## config.mk

```make
export PLATFORM = sky130hd
export DESIGN_NAME = mdio_sta_multi
export DESIGN_NICKNAME = d
export VERILOG_FILES = /design/src/rtl/mdio_sta_multi.sv
export SDC_FILE = /design/constraint.sdc
export NUM_CORES = 1
export LEC_CHECK = 0
export BUFFER_PORTS_ARGS = -buffer_cell sky130_fd_sc_hd__buf_4
export CORE_MARGIN = 2
export CORE_UTILIZATION = 30
export DETAILED_ROUTE_END_ITERATION = 8
export GPL_TIMING_DRIVEN = 0
export SLEW_MARGIN = 40
export SYNTH_ARGS = -nofsm -noshare
export SYNTH_HDL_FRONTEND = slang
export SYNTH_SLANG_ARGS = --single-unit
```

## constraint.sdc

```tcl
create_clock -name clk -period 2.25 [get_ports clk]
set_input_delay 0.3375 -clock clk [delete_from_list [all_inputs] [get_ports clk]]
set_output_delay 0.3375 -clock clk [all_outputs]
set_load 0.01 [all_outputs]
```

## src/rtl/mdio_sta_multi.sv

```systemverilog
`default_nettype none
// ============================================================================
// Module      : mdio_sta_multi
// Description : MDIO station-management master. Serialises one Clause 22 or
//               Clause 45 management frame per start strobe onto MDC/MDIO,
//               with configurable MDC divider and preamble length.
// Revision    : 1.0 - initial release
// ============================================================================
module mdio_sta_multi #(
    parameter int CLK_DIV = 4,
    parameter int PRE_LEN = 32,
    parameter bit C45_EN  = 1'b1
) (
    input  logic        clk,
    input  logic        rst,
    input  logic        start_stb,
    input  logic [1:0]  ST,
    input  logic [1:0]  OP,
    input  logic [4:0]  PHYADDR,
    input  logic [4:0]  REGADDR,
    input  logic [15:0] WR_DATA,
    output logic [15:0] RD_DATA,
    output logic        busy,
    output logic        done,
    output logic        err,
    output logic        mdc,
    output logic        mdio_out,
    output logic        mdio_oe,
    input  logic        mdio_in
);

    typedef enum logic [2:0] {
        S_IDLE = 3'd0,
        S_PRE  = 3'd1,
        S_HDR  = 3'd2,
        S_TA   = 3'd3,
        S_DATA = 3'd4,
        S_END  = 3'd5
    } state_t;

    localparam int                 c_DIV_W   = (CLK_DIV > 1) ? $clog2(CLK_DIV) : 1;
    localparam logic [c_DIV_W-1:0] c_DIV_MAX = c_DIV_W'(CLK_DIV - 1);
    // Frame bit indices, counted from the first preamble bit
    localparam logic [6:0]         c_HDR0    = 7'(PRE_LEN);
    localparam logic [6:0]         c_TA0     = 7'(PRE_LEN + 14);
    localparam logic [6:0]         c_TA1     = 7'(PRE_LEN + 15);
    localparam logic [6:0]         c_DAT0    = 7'(PRE_LEN + 16);
    localparam logic [6:0]         c_LAST    = 7'(PRE_LEN + 31);
    localparam state_t             c_FIRST   = (PRE_LEN > 0) ? S_PRE : S_HDR;

    state_t             r_state;
    logic [c_DIV_W-1:0] r_div;
    logic               r_phase;     // 0 = MDC low phase, 1 = MDC high phase
    logic [6:0]         r_bit;
    logic [31:0]        r_frame;     // header, TA and data; MSB is the current bit
    logic               r_is_read;
    logic               r_ta2;
    logic [15:0]        r_rd_shift;

    logic               w_legal;
    logic               w_read;
    logic               w_first_out;
    logic [6:0]         w_nbit;
    state_t             w_nstate;
    logic               w_nout;
    logic               w_noe;
    logic               w_sample;
    logic [15:0]        w_rd_next;

    // Request decode and next-bit drive values
    always_comb begin
        w_legal     = ((ST == 2'b01) && ((OP == 2'b01) || (OP == 2'b10))) ||
                      (C45_EN && (ST == 2'b00));
        w_read      = ((ST == 2'b01) && (OP == 2'b10)) || ((ST == 2'b00) && OP[1]);
        w_first_out = (PRE_LEN > 0) ? 1'b1 : ST[1];
        w_nbit      = r_bit + 7'd1;
        w_nstate    = r_state;
        case (r_state)
            S_PRE:   if (w_nbit == c_HDR0) w_nstate = S_HDR;
            S_HDR:   if (w_nbit == c_TA0)  w_nstate = S_TA;
            S_TA:    if (w_nbit == c_DAT0) w_nstate = S_DATA;
            default: w_nstate = r_state;
        endcase
        // Leaving the preamble the frame MSB is next; otherwise the bit behind it
        w_nout    = (w_nstate == S_PRE) ? 1'b1 :
                    (r_state == S_PRE)  ? r_frame[31] : r_frame[30];
        // Reads release the bus from the first TA bit to the end of the frame
        w_noe     = !(r_is_read && ((w_nstate == S_TA) || (w_nstate == S_DATA)));
        // Capture point: end of the first clk cycle with MDC high
        w_sample  = r_is_read && r_phase && (r_div == '0);
        w_rd_next = (w_sample && (r_state == S_DATA)) ? {r_rd_shift[14:0], mdio_in}
                                                      : r_rd_shift;
    end

    // Frame sequencer: accept, MDC generation, bit drive, read capture, completion
    always_ff @(posedge clk) begin
        if (!rst) begin
            r_state    <= S_IDLE;
            r_div      <= '0;
            r_phase    <= 1'b0;
            r_bit      <= 7'd0;
            r_frame    <= 32'd0;
            r_is_read  <= 1'b0;
            r_ta2      <= 1'b0;
            r_rd_shift <= 16'd0;
            RD_DATA    <= 16'd0;
            busy       <= 1'b0;
            done       <= 1'b0;
            err        <= 1'b0;
            mdc        <= 1'b0;
            mdio_out   <= 1'b1;
            mdio_oe    <= 1'b0;
        end else begin
            done <= 1'b0;
            err  <= 1'b0;
            case (r_state)
                S_IDLE, S_END: begin
                    r_state <= S_IDLE;
                    if (start_stb) begin
                        if (w_legal) begin
                            r_state    <= c_FIRST;
                            r_frame    <= {ST, OP, PHYADDR, REGADDR, 2'b10, WR_DATA};
                            r_is_read  <= w_read;
                            r_ta2      <= 1'b0;
                            r_rd_shift <= 16'd0;
                            r_div      <= '0;
                            r_phase    <= 1'b0;
                            r_bit      <= 7'd0;
                            busy       <= 1'b1;
                            mdc        <= 1'b0;
                            mdio_oe    <= 1'b1;
                            mdio_out   <= w_first_out;
                        end else begin
                            err <= 1'b1;
                        end
                    end
                end
                default: begin
                    r_rd_shift <= w_rd_next;
                    if (w_sample && (r_state == S_TA) && (r_bit == c_TA1)) begin
                        r_ta2 <= mdio_in;
                    end
                    if (r_div == c_DIV_MAX) begin
                        r_div <= '0;
                        if (!r_phase) begin
                            r_phase <= 1'b1;
                            mdc     <= 1'b1;
                        end else if (r_bit == c_LAST) begin
                            r_state  <= S_END;
                            r_phase  <= 1'b0;
                            busy     <= 1'b0;
                            done     <= 1'b1;
                            mdc      <= 1'b0;
                            mdio_oe  <= 1'b0;
                            mdio_out <= 1'b1;
                            if (r_is_read) begin
                                RD_DATA <= w_rd_next;
                                err     <= r_ta2;
                            end
                        end else begin
                            r_state  <= w_nstate;
                            r_bit    <= w_nbit;
                            r_phase  <= 1'b0;
                            mdc      <= 1'b0;
                            mdio_out <= w_nout;
                            mdio_oe  <= w_noe;
                            if (r_state != S_PRE) begin
                                r_frame <= {r_frame[30:0], 1'b0};
                            end
                        end
                    end else begin
                        r_div <= r_div + 1'b1;
                    end
                end
            endcase
        end
    end

endmodule
`default_nettype wire
```

==> impl_metrics.json <==
{
  "synth_async_sr_flop_share_pct": 0,
  "ant_nets": 0,
  "cp_cell_sequence": "ha_2, nand4_1, buf_4, nor2_4, and3_1, buf_2, buf_4, nor2_1, a211oi_2",
  "die_x_microns": 120,
  "r2r_setup_slack_ns": 0.24,
  "routed_wl_microns": 10400,
  "fin_skew_ns": 0.00653,
  "placementRows": 42,
  "hold_viol": 0,
  "min_from": "PHYADDR[2]",
  "peakVddDrop_v": 0.000472,
  "numCtsBuffers": 9,
  "final_common_cell": "dfxtp_1",
  "reg2regPathDepth": 9,
  "power_uw": 3490,
  "max_stage_delay_ns": 0.44,
  "synthFlopType": "dfxtp_1",
  "die_h_microns": 120,
  "startpoint_type": "flop",
  "grt_pass1_vias": 3496,
  "min_period_ns": 2.01,
  "ys_types": 56,
  "io_pins": 56,
  "cts_root_buffer": "clkbuf_16",
  "path_class": "reg -> reg",
  "p_int_uw": 2670,
  "cts_tree": "done",
  "rsz0062_at_grt": "no",
  "cts-hold-fix-buffers": 0,
  "final_cell_mix": "dfxtp_1, nor2_1, nand2_1",
  "clock_path_buffers": 2,
  "power_density_mw_per_mm2": 699,
  "maxCapViolCount": 0,
  "ys_seq_elements": 84,
  "synth_fp_nets": 514,
  "fmax_mhz": 498,
  "path_clk_slew_ns": 0.06,
  "clock-sinks": 84,
  "crit_path_end_kind": "flop",
  "grt_antenna_before_repair": 0,
  "cp-endpoint": "RD_DATA[8]",
  "worst_pin_slew_ns": 0.793,
  "outcome": "finished, final reports clean",
  "vias": 3711,
  "viasPerCell": 5.13,
  "arrival_ns": 2.26,
  "setup_viol": 0,
  "pwr-share-clk_pct": 46.2,
  "core_area_sq_mm": 0.0131,
  "finalMaxSlewViolations": 0,
  "synth_area_sq_mm": 0.00401,
  "worst_path_max_delay_cell": "dfxtp_1",
  "syn_inst": 475,
  "wl_per_cell_microns": 14.4,
  "drtIter0Drc": 278,
  "hp-class": "in -> reg",
  "path_max_fanout": 10,
  "io_buffers": 54,
  "drcViolationCount": 0,
  "grt_usage_pct": 14.8,
  "startpoint": "r_bit[0]",
  "p_sw_share_pct": 23.5,
  "area_growth_pct": 24.5,
  "place_congestion": 0.918,
  "grt_max_degree": 15,
  "relSlewSlack_pct": 47.2,
  "first_pass_iters": 5,
  "yosysWarningCount": 0,
  "cts_max_level": 3,
  "power_frac_comb_pct": 8.9,
  "fin_setup_tns_ns": 0,
  "clkLatencyLatePin_ns": 0.34,
  "required_ns": 2.50,
  "sequentialPowerShare_pct": 44.9,
  "rr_startpoint": "r_bit[0]",
  "p_switching_uw": 821,
  "syn_avg_cell_area_sq_um": 8.44,
  "r2r_end": "RD_DATA[8]",
  "synth_edf_count": 0,
  "leakage_uw": 0.00177,
  "min_period_over_period_pct": 89.3,
  "dieArea_sq_mm": 0.0143,
  "dp_hpwl_microns": 7430,
  "drive_gt1_share_pct": 21.2,
  "fill_cells": 1361,
  "start_util_pct": 30.5,
  "ys_seq_area_share_pct": 41.9,
  "antenna_cells": 0,
  "grt_pass1_wl_microns": 17100,
  "cpMostUsedCell": "buf_4",
  "overflow": 0,
  "final_nets": 581
}
[sequential cells by signal, indices dropped and copies added (netlist names)]
signal / flops
mdio_oe: 1
r_rd_shift: 16
r_div: 2
r_state: 3
err: 1
r_frame: 32
r_ta2: 1
busy: 1
r_is_read: 1
r_bit: 7
r_phase: 1
mdio_out: 1
RD_DATA: 16
done: 1
[cell families after synthesis]
kind of cell | Yosys count | synth area share, %
multiplexers | 19 | 4.74
AND/OR/NAND/NOR | 201 | 22.0
AO/OA/AOI/OAI | 113 | 22.7
flip-flops | 84 | 41.9
buffers and inverters | 48 | 5.71
XOR/XNOR | 5 | 1.28
adder cells (fa/ha/maj) | 5 | 1.56
[metal layers]
metal  vias to the layer above  GRT usage (%)  share of wire (%)  wire length (microns)
li1                       1831              -                  -                      -
met1                      1740           19.8                 49                   5050
met2                       122           23.2                 45                   4670
met3                        18           3.56                4.6                    482
met4                         0           5.22                2.0                    203
met5                         -              0                  0                      0
[metrics by stage]
stage / cell area, sq um / setup WS [ns] / util, % / cells / hold slack (ns)
CTS: 4960 / 0.0213 / 37.8 / 721 / 0.262
floorplan: 4010 / 0.447 / - / 475 / 0.444
global route: 4990 / 0.0425 / 38.0 / 723 / 0.270
finish: 4990 / 0.241 / 38.0 / 723 / 0.271
global placement: 4630 / 0.0323 / 35.3 / 705 / 0.448
detailed placement: 4630 / 0.0292 / 35.3 / 705 / 0.454
[how the worst min path moves through the flow]
stage	endpoint	slack, ns	cells after the start
2_1_floorplan	r_ta2	0.44	2
3_3_place_gp	busy	0.45	2
3_5_place_dp	busy	0.45	2
4_1_cts	r_frame[25]	0.26	3
5_1_grt	r_frame[12]	0.27	3
6_report	r_frame[25]	0.27	3
[area by class of cell]
class	instances	area, sq um	area share [%]
plain buffers	39	198	3.96
clock buffers	11	243	4.86
clock inverters	5	83.8	1.68
inverters	9	33.8	0.677
multi-input cells	343	2110	42.3
flip-flops and latches	84	1680	33.7
well taps	176	220	4.41
repair buffers	56	420	8.42
[synthesized netlist by cell type, types with 6 or more instances]
cell      instances  area, sq um
a211oi_2         14          175
a21oi_1          14         70.1
a22oi_1          19          143
a311oi_1         29          254
buf_2            12         60.1
buf_4             7         52.6
clkbuf_1         18         67.6
dfxtp_1          84         1680
inv_1             6         22.5
mux2i_1          19          190
nand2_1          70          263
nand3_1           9         45.0
nor2_1           84          315
nor3_1           11         55.1
o21ai_0           8         40.0
[power by group through the flow]
stage	registers [uW]	logic [uW]	clock network, uW
final	1570	312	1610
after global routing	1570	347	1720
after detailed placement	1600	312	0
after global placement	1600	306	0
after CTS	1570	313	1650
after floorplan	1590	194	0
[worst max-delay path, delay by kind of cell (launching register included)]
| family | cells | cell delay (ns) |
|---|---|---|
| buffers and inverters | 3 | 0.56 |
| and+or+nand+nor | 4 | 0.46 |
| DFF | 1 | 0.44 |
| adders and majority gates | 1 | 0.28 |
| AOI/OAI and AO/OA | 1 | 0.18 |
[timing repair]
| item | 4_1_cts | 5_1_grt |
|---|---|---|
| setup endpoints to repair | 0 | 37 |
| setup buffers | 0 | 2 |
| gates resized for setup | 0 | 5 |
No activity file was read; power rests on OpenSTA's default activity.
